--- config.mk ---
export PLATFORM = sky130hd
export DESIGN_NAME = multi_cycle_ctrl
export DESIGN_NICKNAME = d
export VERILOG_FILES = /design/src/rtl/multi_cycle_ctrl_pkg.sv /design/src/rtl/multi_cycle_ctrl_mem_wait_timer.sv /design/src/rtl/multi_cycle_ctrl.sv
export SDC_FILE = /design/constraint.sdc
export NUM_CORES = 1
export LEC_CHECK = 0
export BUFFER_PORTS_ARGS = -buffer_cell sky130_fd_sc_hd__buf_2
export CORE_AREA = 10 10 53 64
export DETAILED_ROUTE_END_ITERATION = 12
export DIE_AREA = 0 0 63 74
export PLACE_DENSITY = 0.81
export SETUP_SLACK_MARGIN = 0.15
export SYNTH_ARGS = -nofsm -noshare
export SYNTH_HDL_FRONTEND = slang
export SYNTH_SLANG_ARGS = --single-unit
--- constraint.sdc ---
create_clock -name CLK -period 4.7 [get_ports CLK]
set_input_delay 1.175 -clock CLK [delete_from_list [all_inputs] [get_ports CLK]]
set_output_delay 1.175 -clock CLK [all_outputs]
set_load 0.1 [all_outputs]
--- src/rtl/multi_cycle_ctrl_pkg.sv ---
// Shared MIPS multi-cycle definitions: opcode constants, controller state
// encoding, ALU / PC mux select codes and the wait-counter width.
package multi_cycle_ctrl_pkg;

  // Instruction opcodes (Ins[31:26])
  localparam logic [5:0] OP_R_FORM = 6'b000000;
  localparam logic [5:0] OP_LW     = 6'b100011;
  localparam logic [5:0] OP_SW     = 6'b101011;
  localparam logic [5:0] OP_ADDI   = 6'b001000;
  localparam logic [5:0] OP_ORI    = 6'b001101;
  localparam logic [5:0] OP_BEQ    = 6'b000100;
  localparam logic [5:0] OP_J      = 6'b000010;

  // Memory wait counter width
  localparam int unsigned WAIT_CNT_W = 8;

  typedef enum logic [3:0] {
    FETCH,
    DECODE,
    MEM_ADDR,
    MEM_RD,
    MEM_WB,
    MEM_WR,
    EXEC_R,
    WB_R,
    EXEC_I,
    WB_I,
    BRANCH,
    JUMP
  } state_t;

  typedef enum logic [1:0] {
    ALUOP_ADD   = 2'b00,
    ALUOP_SUB   = 2'b01,
    ALUOP_FUNCT = 2'b10,
    ALUOP_OR    = 2'b11
  } alu_op_t;

  typedef enum logic [1:0] {
    SRCB_REG     = 2'b00,
    SRCB_FOUR    = 2'b01,
    SRCB_IMM     = 2'b10,
    SRCB_IMM_SH2 = 2'b11
  } alu_srcb_t;

  typedef enum logic [1:0] {
    PCSRC_ALU    = 2'b00,
    PCSRC_ALUOUT = 2'b01,
    PCSRC_JUMP   = 2'b10
  } pc_src_t;

  // True for every opcode the controller can execute
  function automatic logic is_legal_op(input logic [5:0] op);
    case (op)
      OP_R_FORM, OP_LW, OP_SW, OP_ADDI, OP_ORI, OP_BEQ, OP_J: is_legal_op = 1'b1;
      default:                                               is_legal_op = 1'b0;
    endcase
  endfunction

endpackage

--- src/rtl/multi_cycle_ctrl_mem_wait_timer.sv ---
// mem_wait_timer: counts cycles spent waiting on MemReady in a memory state.
// The count is cleared whenever the controller is not waiting, when the access
// completes, or when it aborts, so every wait state is entered with count 0.
//   CLK, RST      clock, async active-low reset
//   waiting       controller is in FETCH / MEM_RD / MEM_WR
//   MemReady      memory handshake
//   timeout       abort this cycle: count reached TMO_CYC and memory not ready
module mem_wait_timer
  import multi_cycle_ctrl_pkg::*;
#(
  parameter int unsigned TMO_CYC = 255
) (
  input  logic CLK,
  input  logic RST,
  input  logic waiting,
  input  logic MemReady,
  output logic timeout
);

  logic [WAIT_CNT_W-1:0] cnt;

  // MemReady always wins, so a count equal to TMO_CYC still completes normally
  assign timeout = waiting && !MemReady && (cnt == WAIT_CNT_W'(TMO_CYC));

  always_ff @(posedge CLK or negedge RST) begin
    if (!RST) begin
      cnt <= '0;
    end else if (waiting && !MemReady && !timeout) begin
      cnt <= cnt + WAIT_CNT_W'(1);
    end else begin
      cnt <= '0;
    end
  end

endmodule

--- src/rtl/multi_cycle_ctrl.sv ---
// multi_cycle_ctrl: control FSM of a multi-cycle MIPS subset
// (lw, sw, R-form, addi, ori, beq, j).
//   CLK, RST       clock (rising edge), async active-low reset
//   Op, Funct      instruction fields from the IR
//   Zero           ALU zero flag (consumed by the datapath via PCWriteCond)
//   MemReady       memory handshake
//   PCWrite .. ALUSrcA, ALUSrcB, ALUOp, PCSource   datapath strobes / selects
//   Done           one-cycle pulse in the retiring cycle of an instruction
//   Err            one-cycle pulse on illegal opcode or memory timeout
// Strobes are decoded from the registered state. Handshake-qualified pulses
// (IRWrite/PCWrite in FETCH, Done in MEM_WR, Err) are additionally gated by the
// current MemReady/Op so they land in the completing cycle, and RST forces every
// output low immediately.
module multi_cycle_ctrl
  import multi_cycle_ctrl_pkg::*;
#(
  parameter int unsigned TMO_CYC = 255
) (
  input  logic       CLK,
  input  logic       RST,
  input  logic [5:0] Op,
  input  logic [5:0] Funct,
  input  logic       Zero,
  input  logic       MemReady,
  output logic       PCWrite,
  output logic       PCWriteCond,
  output logic       IorD,
  output logic       MemRead,
  output logic       MemWrite,
  output logic       IRWrite,
  output logic       RegWrite,
  output logic       RegDst,
  output logic       MemtoReg,
  output logic       ALUSrcA,
  output logic [1:0] ALUSrcB,
  output logic [1:0] ALUOp,
  output logic [1:0] PCSource,
  output logic       Done,
  output logic       Err
);

  state_t state;
  logic   waiting;
  logic   timeout;

  // Funct reaches the ALU control unit and Zero the PC-write gate directly
  logic unused_dp_inputs;
  assign unused_dp_inputs = ^{Funct, Zero};

  assign waiting = (state == FETCH) || (state == MEM_RD) || (state == MEM_WR);

  mem_wait_timer #(
    .TMO_CYC(TMO_CYC)
  ) u_wait (
    .CLK     (CLK),
    .RST     (RST),
    .waiting (waiting),
    .MemReady(MemReady),
    .timeout (timeout)
  );

  always_ff @(posedge CLK or negedge RST) begin
    if (!RST) begin
      state <= FETCH;
    end else begin
      case (state)
        FETCH:    if (MemReady) state <= DECODE;
        DECODE: begin
          case (Op)
            OP_R_FORM:      state <= EXEC_R;
            OP_LW, OP_SW:   state <= MEM_ADDR;
            OP_ADDI, OP_ORI: state <= EXEC_I;
            OP_BEQ:         state <= BRANCH;
            OP_J:           state <= JUMP;
            default:        state <= FETCH;
          endcase
        end
        MEM_ADDR: state <= (Op == OP_LW) ? MEM_RD : MEM_WR;
        MEM_RD: begin
          if (MemReady)     state <= MEM_WB;
          else if (timeout) state <= FETCH;
        end
        MEM_WR:   if (MemReady || timeout) state <= FETCH;
        EXEC_R:   state <= WB_R;
        EXEC_I:   state <= WB_I;
        default:  state <= FETCH;
      endcase
    end
  end

  always_comb begin
    PCWrite     = 1'b0;
    PCWriteCond = 1'b0;
    IorD        = 1'b0;
    MemRead     = 1'b0;
    MemWrite    = 1'b0;
    IRWrite     = 1'b0;
    RegWrite    = 1'b0;
    RegDst      = 1'b0;
    MemtoReg    = 1'b0;
    ALUSrcA     = 1'b0;
    ALUSrcB     = SRCB_REG;
    ALUOp       = ALUOP_ADD;
    PCSource    = PCSRC_ALU;
    Done        = 1'b0;
    Err         = 1'b0;
    if (RST) begin
      case (state)
        FETCH: begin
          if (timeout) begin
            Err = 1'b1;
          end else begin
            MemRead = 1'b1;
            ALUSrcB = SRCB_FOUR;
            IRWrite = MemReady;
            PCWrite = MemReady;
          end
        end
        DECODE: begin
          ALUSrcB = SRCB_IMM_SH2;
          Err     = !is_legal_op(Op);
        end
        MEM_ADDR: begin
          ALUSrcA = 1'b1;
          ALUSrcB = SRCB_IMM;
        end
        MEM_RD: begin
          if (timeout) begin
            Err = 1'b1;
          end else begin
            MemRead = 1'b1;
            IorD    = 1'b1;
          end
        end
        MEM_WR: begin
          if (timeout) begin
            Err = 1'b1;
          end else begin
            MemWrite = 1'b1;
            IorD     = 1'b1;
            Done     = MemReady;
          end
        end
        MEM_WB: begin
          RegWrite = 1'b1;
          MemtoReg = 1'b1;
          Done     = 1'b1;
        end
        EXEC_R: begin
          ALUSrcA = 1'b1;
          ALUOp   = ALUOP_FUNCT;
        end
        WB_R: begin
          RegWrite = 1'b1;
          RegDst   = 1'b1;
          Done     = 1'b1;
        end
        EXEC_I: begin
          ALUSrcA = 1'b1;
          ALUSrcB = SRCB_IMM;
          ALUOp   = (Op == OP_ORI) ? ALUOP_OR : ALUOP_ADD;
        end
        WB_I: begin
          RegWrite = 1'b1;
          Done     = 1'b1;
        end
        BRANCH: begin
          ALUSrcA     = 1'b1;
          ALUOp       = ALUOP_SUB;
          PCWriteCond = 1'b1;
          PCSource    = PCSRC_ALUOUT;
          Done        = 1'b1;
        end
        JUMP: begin
          PCWrite  = 1'b1;
          PCSource = PCSRC_JUMP;
          Done     = 1'b1;
        end
        default: ;
      endcase
    end
  end

endmodule

==> results of run 1 <==
-- flip-flops by register name (all words and copies together), names as in the netlist --
| register | flops |
|---|---|
| state | 4 |
| u_wait.cnt | 8 |
-- layout make-up --
cell class | instances | area (sq um)
clock buffers | 4 | 36.28
fillers | 200 | 905.9
inverters | 3 | 11.26
multi-input cells | 114 | 788.3
flip-flops and latches | 12 | 300.3
well taps | 31 | 38.79
repair buffers | 26 | 130.1
-- worst paths after layout --
check,to,slack (ns),depth (start not counted)
setup / recovery,Err,0.97,5
hold / removal,u_wait.cnt[0]$_DFF_PN0_,0.48,1
setup reg to reg,state[0]$_DFFE_PN0P_,2.87,4
hold reg to reg,u_wait.cnt[0]$_DFF_PN0_,0.48,1
max in group asynchronous,u_wait.cnt[3]$_DFF_PN0_,3.59,1
min in group asynchronous,u_wait.cnt[6]$_DFF_PN0_,0.82,1
-- layer usage --
| layer | track usage | share of wire | vias up |
|---|---|---|---|
| li1 | - | - | 550 |
| met1 | 0.1262 | 0.41 | 498 |
| met2 | 0.2090 | 0.48 | 32 |
| met3 | 0.04354 | 0.085 | 7 |
| met4 | 0.06468 | 0.022 | 0 |
| met5 | 0 | 0 | - |
-- worst max-delay path, delay by kind of cell --
kind                   cells  cell delay (ns)
buffers and inverters      2             0.80
AOI/OAI and AO/OA          2             0.33
and+or+nand+nor            1             0.25
-- stage by stage --
stage	hold slack (ns)	setup WS, ns	cells
6_report	0.4831	0.9652	190
5_1_grt	0.5051	0.8420	190
4_1_cts	0.4867	0.9586	190
3_5_place_dp	0.4739	0.9580	186
3_3_place_gp	0.4689	1.002	186
2_1_floorplan	0.4525	-0.2918	139
-- power by group --
part / internal (mW) / leakage, nW / switching [mW]
Clock: 0.0472 / 0.0210 / 0.0358
Combinational: 0.0812 / 0.426 / 0.238
Sequential: 0.116 / 0.164 / 0.0432
Total: 0.244 / 0.611 / 0.317
-- layout by cell type (no fill, tap or decap), drive strengths merged, types with 2 or more instances in the layout --
cell    synthesis  final
o21ai           6      6
nand2           8      8
inv             3      3
xor2            6      6
nand2b          6      6
and4b           2      2
nand4           2      2
xnor2           2      2
nor3b           2      2
nand3           3      3
a21oi           4      4
dfrtp          12     12
nor3           11     11
clkbuf          1      4
nor2b           3      3
buf             9     26
a22o            2      2
nor2           24     24
a211oi          2      2
and2            4      4
a31oi           3      3
nor4            5      5
-- kinds of logic after synthesis --
kind of cell | synth area share
XOR/XNOR | 0.06100
buffers and inverters | 0.07080
AO/OA/AOI/OAI | 0.1917
adder cells (fa/ha/maj) | 0.01089
flip-flops | 0.2614
AND/OR/NAND/NOR | 0.4041
==> reports/summary.txt, run 1 <==
status: completed
final wirelength: 2.813 mm
WS Path Type: input pin to output port
Cells after Synth: 139
area share of the largest cell type after synthesis: 0.2614
Post-CTS Resized: 0
# clock sinks: 12
DP HPWL: 2.115 mm
FP Rows: 19
CTS clk-pin slew, worst paths: 0.07 ns
CTS tree: built
initial antenna violation count: 0
Post-synth EDFFs: 0
Period minus WS final: 3.735 ns
Max Buffers Root-to-Sink: 2
endpoints failing setup: 0
RePlAce Congestion: 0.8695
Setup Buffers After CTS: 0
Avg Vias per Cell: 5.721
CP Cell Sequence: buf_2 > nor2b_1 > o311ai_0 > o2bb2ai_1 > buf_2
Max VDD drop: 0.2544 mV
slowest CP cell: buf_2
synthesis-to-finish area growth: 13.62%
Netlist cell types: 52
Clock Latency Late Sink: 0.28 ns
#FFs+latches synth: 12
syn_area_per_cell: 8.263 sq um
CP endpoint kind: output port
RSZ-0062 raised after global routing: no
PortBufs: 26
die footprint: 4662 sq um
Final Slew Violations: 0
Antenna Diode Count: 0
Top FF cell, synth: dfrtp_1
WL/cell: 14.81 microns
synth cell count leaders: nor2_1, dfrtp_1, nor3_1
hold wc startpoint: u_wait.cnt[0]$_DFF_PN0_
Worst slew margin: 0.5084
most frequent cell after synthesis: nor2_1
FFs w/ async S/R, synth: 1.000
fin crit share: 0.7946
final core occ: 0.5903
Critical Path Source Type: input pin
cell area after synthesis: 1149 sq um
Die Wd: 63 microns
FF-to-FF Start: state[1]$_DFFE_PN0P_
sequential area share after synthesis: 0.2614
CP required: 3.52 ns
setup TNS: 0 ns
final clock skew: 0.001886 ns
DR pass1 iterations: 4
max incr delay on CP: 0.45 ns
PnR Total Power: 0.5608 mW
I/O pins: 34
Die Span Y: 74 microns
maxcap violations: 0
final hold violation count: 0
largest net degree at the start of global routing: 22
Crit path top cell by count: buf_2
hold_buf cts: 0
DR iter-0 viols: 64
vias in the first global route: 1089
Starting Density: 0.5195
worst-path fanout max: 21
H-tree depth: 1
Tightest Pin Transition: 0.7374 ns
ratio of cells with drive above 1 in the final layout: 0.2956
Crit. Startpoint: RST
global route overflow: 0
vias post-DR: 1087
maximum operating frequency: 267.8 MHz
global-route wire length before repair: 4.747 mm
# DRC: 0
Tightest Hold Check Type: flip-flop to flip-flop
largest cells by area after synthesis: dfrtp_1, nor2_1, xor2_1
PwrDens: 429.7 nW/um^2
CTS buffer count: 3
design area: 1305 sq um
Final nets: 177
clock tree root driver cell: clkbuf_4
count of yosys warnings during synthesis: 0
Final ANT Viol Nets: 0
core area: 2211 sq um
CP arrival: 2.56 ns
post-synth net total: 156
Synth area leader: dfrtp_1
gr usage total: 0.1204
dpl cell area: 1269 sq um
Leak: 0.6113 nW
Note: power is estimated with default switching activity, not from simulation.
==> inputs of run 2 (changes only) <==
--- a/config.mk
+++ b/config.mk
@@ -6,10 +6,10 @@
 export NUM_CORES = 1
 export LEC_CHECK = 0
 export BUFFER_PORTS_ARGS = -buffer_cell sky130_fd_sc_hd__buf_2
-export CORE_AREA = 10 10 53 64
+export CORE_AREA = 10 10 57 68
 export DETAILED_ROUTE_END_ITERATION = 12
-export DIE_AREA = 0 0 63 74
-export PLACE_DENSITY = 0.81
+export DIE_AREA = 0 0 67 78
+export PLACE_DENSITY = 0.73
 export SETUP_SLACK_MARGIN = 0.15
 export SYNTH_ARGS = -nofsm -noshare
 export SYNTH_HDL_FRONTEND = slang
==> constraint.sdc (replaced) <==
create_clock -name CLK -period 3.26 [get_ports CLK]
set_input_delay 0.815 -clock CLK [delete_from_list [all_inputs] [get_ports CLK]]
set_output_delay 0.815 -clock CLK [all_outputs]
set_load 0.1 [all_outputs]
==> run 2 against run 1 <==
  * Clock power up 42%
  * Sequential share of layout area decreased by 2.2 points
  * Wire length increased by 0.85%
  * Power up 60%
  * Critical endpoint is now RegWrite
  * Largest power group unchanged
==> reports/summary.txt, run 2 (synthesized netlist as in run 1, its figures left out) <==
status: completed
# DRC: 0
DR iter-0 viols: 72
global route overflow: 0
Die Wd: 67 microns
Top reg by flops: u_wait.cnt
worst-path fanout max: 15
Top Registers: u_wait.cnt: 8 flops, state: 4 flops
GR Util met2: 0.2148
CTS clk-pin slew, worst paths: 0.07 ns
dpl cell area: 1419 sq um
hold_buf cts: 0
CP endpoint kind: output port
Max VDD drop: 0.3716 mV
Critical Path Source Type: flip-flop
vias post-DR: 1123
GRT busiest layer: met2
final hold violation count: 0
Leak: 0.6654 nW
vias in the first global route: 1136
Final Slew Violations: 0
fin crit share: 0.9153
Die Span Y: 78 microns
max incr delay on CP: 0.67 ns
Final ANT Viol Nets: 0
Buf/Inv on CP: 1
Inst Count DP: 192
Final nets: 180
CP top delay family: flip-flops
WS Path Type: flip-flop to output port
die footprint: 5226 sq um
core area: 2654 sq um
PortBufs: 26
worst hold slack: 0.3987 ns
maximum operating frequency: 335.1 MHz
PwrDens: 611.8 nW/um^2
CTS buffer count: 3
initial antenna violation count: 0
Period minus WS final: 2.984 ns
global-route wire length before repair: 5.119 mm
clock tree root driver cell: clkbuf_4
final clock skew: 0.003166 ns
most common cell after layout, fill and taps aside: buf_2
Starting Density: 0.4328
fill count: 250
I/O pins: 34
Largest register FFs: 8
final wirelength: 2.837 mm
PnR Total Power: 0.8956 mW
CP required: 2.44 ns
DR pass1 iterations: 4
grt met3 use: 0.02011
Post-CTS Resized: 1
most frequent cells in the layout: buf_2, nor2_1, dfrtp_1, nand2_1, nor2_2
Non-Filler Instances: 196
largest net degree at the start of global routing: 17
met1 usage: 0.1266
maxcap violations: 0
RSZ-0062 raised after global routing: no
FP Rows: 21
# clock sinks: 12
setup TNS: 0 ns
CTS tree: built
Clock Latency Late Sink: 0.28 ns
CP arrival: 2.17 ns
Setup Buffers After CTS: 0
Worst slew margin: 0.5944
slowest CP cell: dfrtp_1
Tightest Hold Check Type: input pin to asynchronous set/reset pin
Avg Vias per Cell: 5.730
RePlAce Congestion: 0.8953
DP HPWL: 2.311 mm
Tightest Pin Transition: 0.6008 ns
gr usage total: 0.1164
CP Cell Sequence: nand2b_1 > o22ai_1 > and2_1 > buf_2
endpoints failing setup: 0
design area: 1464 sq um
Max Buffers Root-to-Sink: 2
H-tree depth: 1
synthesis-to-finish area growth: 27.45%
Antenna Diode Count: 0
ratio of cells with drive above 1 in the final layout: 0.3704
WL/cell: 14.47 microns
## run 2: cell count changes in the layout (fill, tap and decap cells not counted), moves of 2 or more
cell and change:
nor2_2 +2, dfrtp_1 -3, buf_4 +3, buf_2 -3, nor3_2 -2, dfrtp_2 +3
nor2_1 -2, nor3_1 -2, nor3_4 +4, buf_12 +3
## run 2: final timing paths
check | cells past startpoint | end | start | slack (ns)
min in group CLK | 1 | u_wait.cnt[0]$_DFF_PN0_ | u_wait.cnt[0]$_DFF_PN0_ | 0.49
max in group asynchronous | 2 | state[0]$_DFFE_PN0P_ | RST | 2.45
min | 1 | u_wait.cnt[1]$_DFF_PN0_ | RST | 0.40
max | 4 | RegWrite | state[3]$_DFFE_PN0P_ | 0.28
max reg2reg | 5 | state[2]$_DFFE_PN0P_ | u_wait.cnt[0]$_DFF_PN0_ | 1.69
min reg2reg | 1 | u_wait.cnt[0]$_DFF_PN0_ | u_wait.cnt[0]$_DFF_PN0_ | 0.49
## run 2: cell type report
class / count / area [sq um] / share of cell area
tap: 34 / 42.54 / 0.02906
multi-input combinational: 114 / 872.1 / 0.5957
sequential: 12 / 304.0 / 0.2077
inverter: 3 / 11.26 / 0.007692
clock buffer: 4 / 36.28 / 0.02479
timing repair buffer: 29 / 197.7 / 0.1350
## run 2: worst reg2reg max path: stages (launching register included)
cell and delay (ns):
dfrtp_1 0.40, ha_1 0.22, and4_1 0.27, nand4_4 0.20
a41oi_1 0.25, o21ai_0 0.10
## run 2: stage by stage
| step | util | worst slack [ns] |
|---|---|---|
| floorplan | - | -0.5366 |
| global placement | 0.5347 | 0.3460 |
| detailed placement | 0.5347 | 0.3365 |
| CTS | 0.5488 | 0.1951 |
| global route | 0.5516 | 0.1688 |
| finish | 0.5516 | 0.2761 |
## run 2: power breakdown
| part | internal [mW] | switching, mW |
|---|---|---|
| Combinational | 0.167 | 0.390 |
| Clock | 0.0680 | 0.0499 |
| Sequential | 0.170 | 0.0509 |
| Total | 0.404 | 0.491 |
## run 2: per-layer routing
layer | vias up | share of wire | routed length [microns]
li1 | 550 | - | -
met1 | 546 | 0.39 | 1097
met2 | 22 | 0.55 | 1548
met3 | 5 | 0.055 | 155
met4 | 0 | 0.013 | 36
met5 | - | 0 | 0
==> inputs of run 3 (changes only) <==
--- a/config.mk
+++ b/config.mk
@@ -5,11 +5,12 @@
 export SDC_FILE = /design/constraint.sdc
 export NUM_CORES = 1
 export LEC_CHECK = 0
+export ABC_AREA = 1
 export BUFFER_PORTS_ARGS = -buffer_cell sky130_fd_sc_hd__buf_2
-export CORE_AREA = 10 10 57 68
+export CORE_AREA = 10 10 55 65
 export DETAILED_ROUTE_END_ITERATION = 12
-export DIE_AREA = 0 0 67 78
-export PLACE_DENSITY = 0.73
+export DIE_AREA = 0 0 65 75
+export PLACE_DENSITY = 0.72
 export SETUP_SLACK_MARGIN = 0.15
 export SYNTH_ARGS = -nofsm -noshare
 export SYNTH_HDL_FRONTEND = slang
==> run 3 against run 2 <==
  * Synthesized area fell by 14%
  * Count of clock-buffer cells in the layout did not move
  * Largest power group unchanged
  * Sequential power fell by 10%
  * Cell count rose by 13%
  * Worst setup slack improved by 0.048 ns
  * Via count fell by 1.3%
==> reports/summary.txt, run 3 <==
Comb power frac: 0.628
post-synthesis compound-gate area fraction: 0.06752
Int Pwr: 0.3549 mW
CP required: 2.44 ns
RSZ-0062 raised after global routing: no
Post-Synth Adder-Cell Area: 0.01274
Inst Count DP: 217
sequential area share after synthesis: 0.3057
gr usage total: 0.1144
max incr delay on CP: 0.45 ns
status: completed
fill count: 243
Die Span Y: 75 microns
vias post-DR: 1108
Final ANT Viol Nets: 0
cell area after synthesis: 982.2 sq um
hold_buf cts: 0
WL/cell: 11.97 microns
largest family of logic cells by synthesized area: simple AND/OR/NAND/NOR gates
CP Cell Sequence: buf_2 > nor2_1 > nand3b_1 > nor2_1 > nor2_1 > nor2_1 > buf_2
Max Buffers Root-to-Sink: 2
post-synthesis mux area share: 0
flop2flop setup slack: 1.82 ns
WS Path Type: input pin to output port
CTS buffer count: 3
post-synth net total: 177
vias in the first global route: 1092
Clock Power Share: 0.138
CP arrival: 2.12 ns
Post-synth EDFFs: 0
final clock skew: 0.005583 ns
Cells after Synth: 160
Die Wd: 65 microns
#FFs+latches synth: 12
FP Rows: 19
Worst slew margin: 0.6695
XOR/XNOR Fraction of Synth Area: 0.02675
PortBufs: 26
slowest CP cell: buf_2
R2R depth: 5
Top Registers: u_wait.cnt: 8 flops, state: 4 flops
count of yosys warnings during synthesis: 0
Tightest Pin Transition: 0.4992 ns
Final Slew Violations: 0
Top reg by flops: u_wait.cnt
final wirelength: 2.646 mm
setup TNS: 0 ns
Period minus WS final: 2.936 ns
worst-path fanout max: 5
Netlist cell types: 23
Setup Buffers After CTS: 0
# DRC: 0
initial antenna violation count: 0
Reg power frac: 0.235
final setup margin: 0.3242 ns
global-route wire length before repair: 4.609 mm
Starting Density: 0.4259
FF-to-FF Start: state[3]$_DFFE_PN0P_
r2r endpoint: u_wait.cnt[2]$_DFF_PN0_
synthesis-to-finish area growth: 29.43%
DR iter-0 viols: 33
endpoints failing setup: 0
core area: 2306 sq um
fin crit share: 0.9006
final core occ: 0.5513
Top FF cell, synth: dfrtp_1
Final nets: 208
Placement Setup Slack: 0.3410 ns
maxcap violations: 0
clock tree root driver cell: clkbuf_4
net switching power: 0.4835 mW
I/O pins: 34
CTS tree: built
syn_area_per_cell: 6.139 sq um
CTS clk-pin slew, worst paths: 0.08 ns
Critical Path Source Type: input pin
RePlAce Congestion: 0.9545
maximum operating frequency: 340.6 MHz
FFs w/ async S/R, synth: 1.000
PwrDens: 659.5 nW/um^2
final hold violation count: 0
# clock sinks: 12
Tightest Hold Check Type: input pin to asynchronous set/reset pin
synth cell count leaders: nor2_1, nand2_1, inv_1
sw frac: 0.5767
Simple-Gate Fraction of Synth Area: 0.4955
H-tree depth: 1
Synth area leader: dfrtp_1
largest net degree at the start of global routing: 11
Non-Filler Instances: 221
Max VDD drop: 0.3721 mV
Antenna Diode Count: 0
global route overflow: 0
Largest register FFs: 8
Clock Latency Late Sink: 0.27 ns
most frequent cell after synthesis: nor2_1
Leak: 0.6698 nW
PnR Total Power: 0.8384 mW
DR pass1 iterations: 4
ratio of cells with drive above 1 in the final layout: 0.2474
largest cells by area after synthesis: dfrtp_1, nor2_1, nand2_1
Avg Vias per Cell: 5.014
most frequent cells in the layout: nor2_1, nand2_1, buf_2, inv_1, nand3_1
area share of the largest cell type after synthesis: 0.3057
die footprint: 4875 sq um
most common cell after layout, fill and taps aside: nor2_1
DP HPWL: 2.208 mm
CP endpoint kind: output port
Post-CTS Resized: 0
Crit path top cell by count: nor2_1
## run 3: changes by cell type in the layout (fill, tap and decap cells not counted), sizes merged, moves of 4 or more
| cell | change |
|---|---|
| nand2 | +30 |
| nor2 | +23 |
| inv | +17 |
| nand3 | +13 |
| nor3 | -11 |
| nand2b | -6 |
| nor4 | -5 |
| and2 | -4 |
| xor2 | -4 |
## run 3: kinds of logic after synthesis
kind of cell | Yosys count
simple gates | 109
buf+inv | 23
compound gates | 12
flops | 12
xor+xnor | 3
fa+ha+maj | 1
## run 3: worst max path at each step
stage                    startpoint  endpoint  slack, ns  cells past startpoint
2_1_floorplan                 Op[5]  ALUOp[0]      -0.12                      5
3_3_place_gp                    RST   PCWrite       0.43                      4
3_5_place_dp                    RST      Done       0.34                      5
4_1_cts                         RST      Done       0.34                      5
5_1_grt        state[0]$_DFFE_PN0P_      IorD       0.19                      8
6_report                      Op[5]  ALUOp[0]       0.32                      7
## run 3: critical path: cells and delay by family
kind	cells	cell delay (ns)
buffers and inverters	2	0.56
and+or+nand+nor	5	0.73
## run 3: final cells by class
type / instances / area [sq um] / share of cell area
clock buffers: 4 / 36.28 / 0.02854
inverters: 22 / 82.58 / 0.06496
multi-input cells: 125 / 630.6 / 0.4961
flip-flops and latches: 12 / 300.3 / 0.2362
well taps: 31 / 38.79 / 0.03051
repair buffers: 27 / 182.7 / 0.1437
## run 3: metal layers
layer | track usage | part of all wire | vias to the layer above
met5 | 0 | 0 | -
met4 | 0.04048 | 0.016 | 0
met3 | 0.03858 | 0.057 | 4
met2 | 0.2018 | 0.50 | 31
met1 | 0.1259 | 0.42 | 505
li1 | - | - | 568
## run 3: stage by stage
stage          cell area (sq um)  hold slack (ns)
2_1_floorplan               1021           0.4317
3_3_place_gp                1235           0.4588
3_5_place_dp                1235           0.4642
4_1_cts                     1271           0.3826
5_1_grt                     1271           0.3820
6_report                    1271           0.3833
## run 3: power groups by stage
stage	clock, mW	sequential (mW)	combinational (mW)
after floorplan	0	0.192	0.421
after global placement	0	0.198	0.523
after detailed placement	0	0.199	0.528
after CTS	0.122	0.196	0.528
after global routing	0.129	0.201	0.567
final	0.115	0.197	0.526
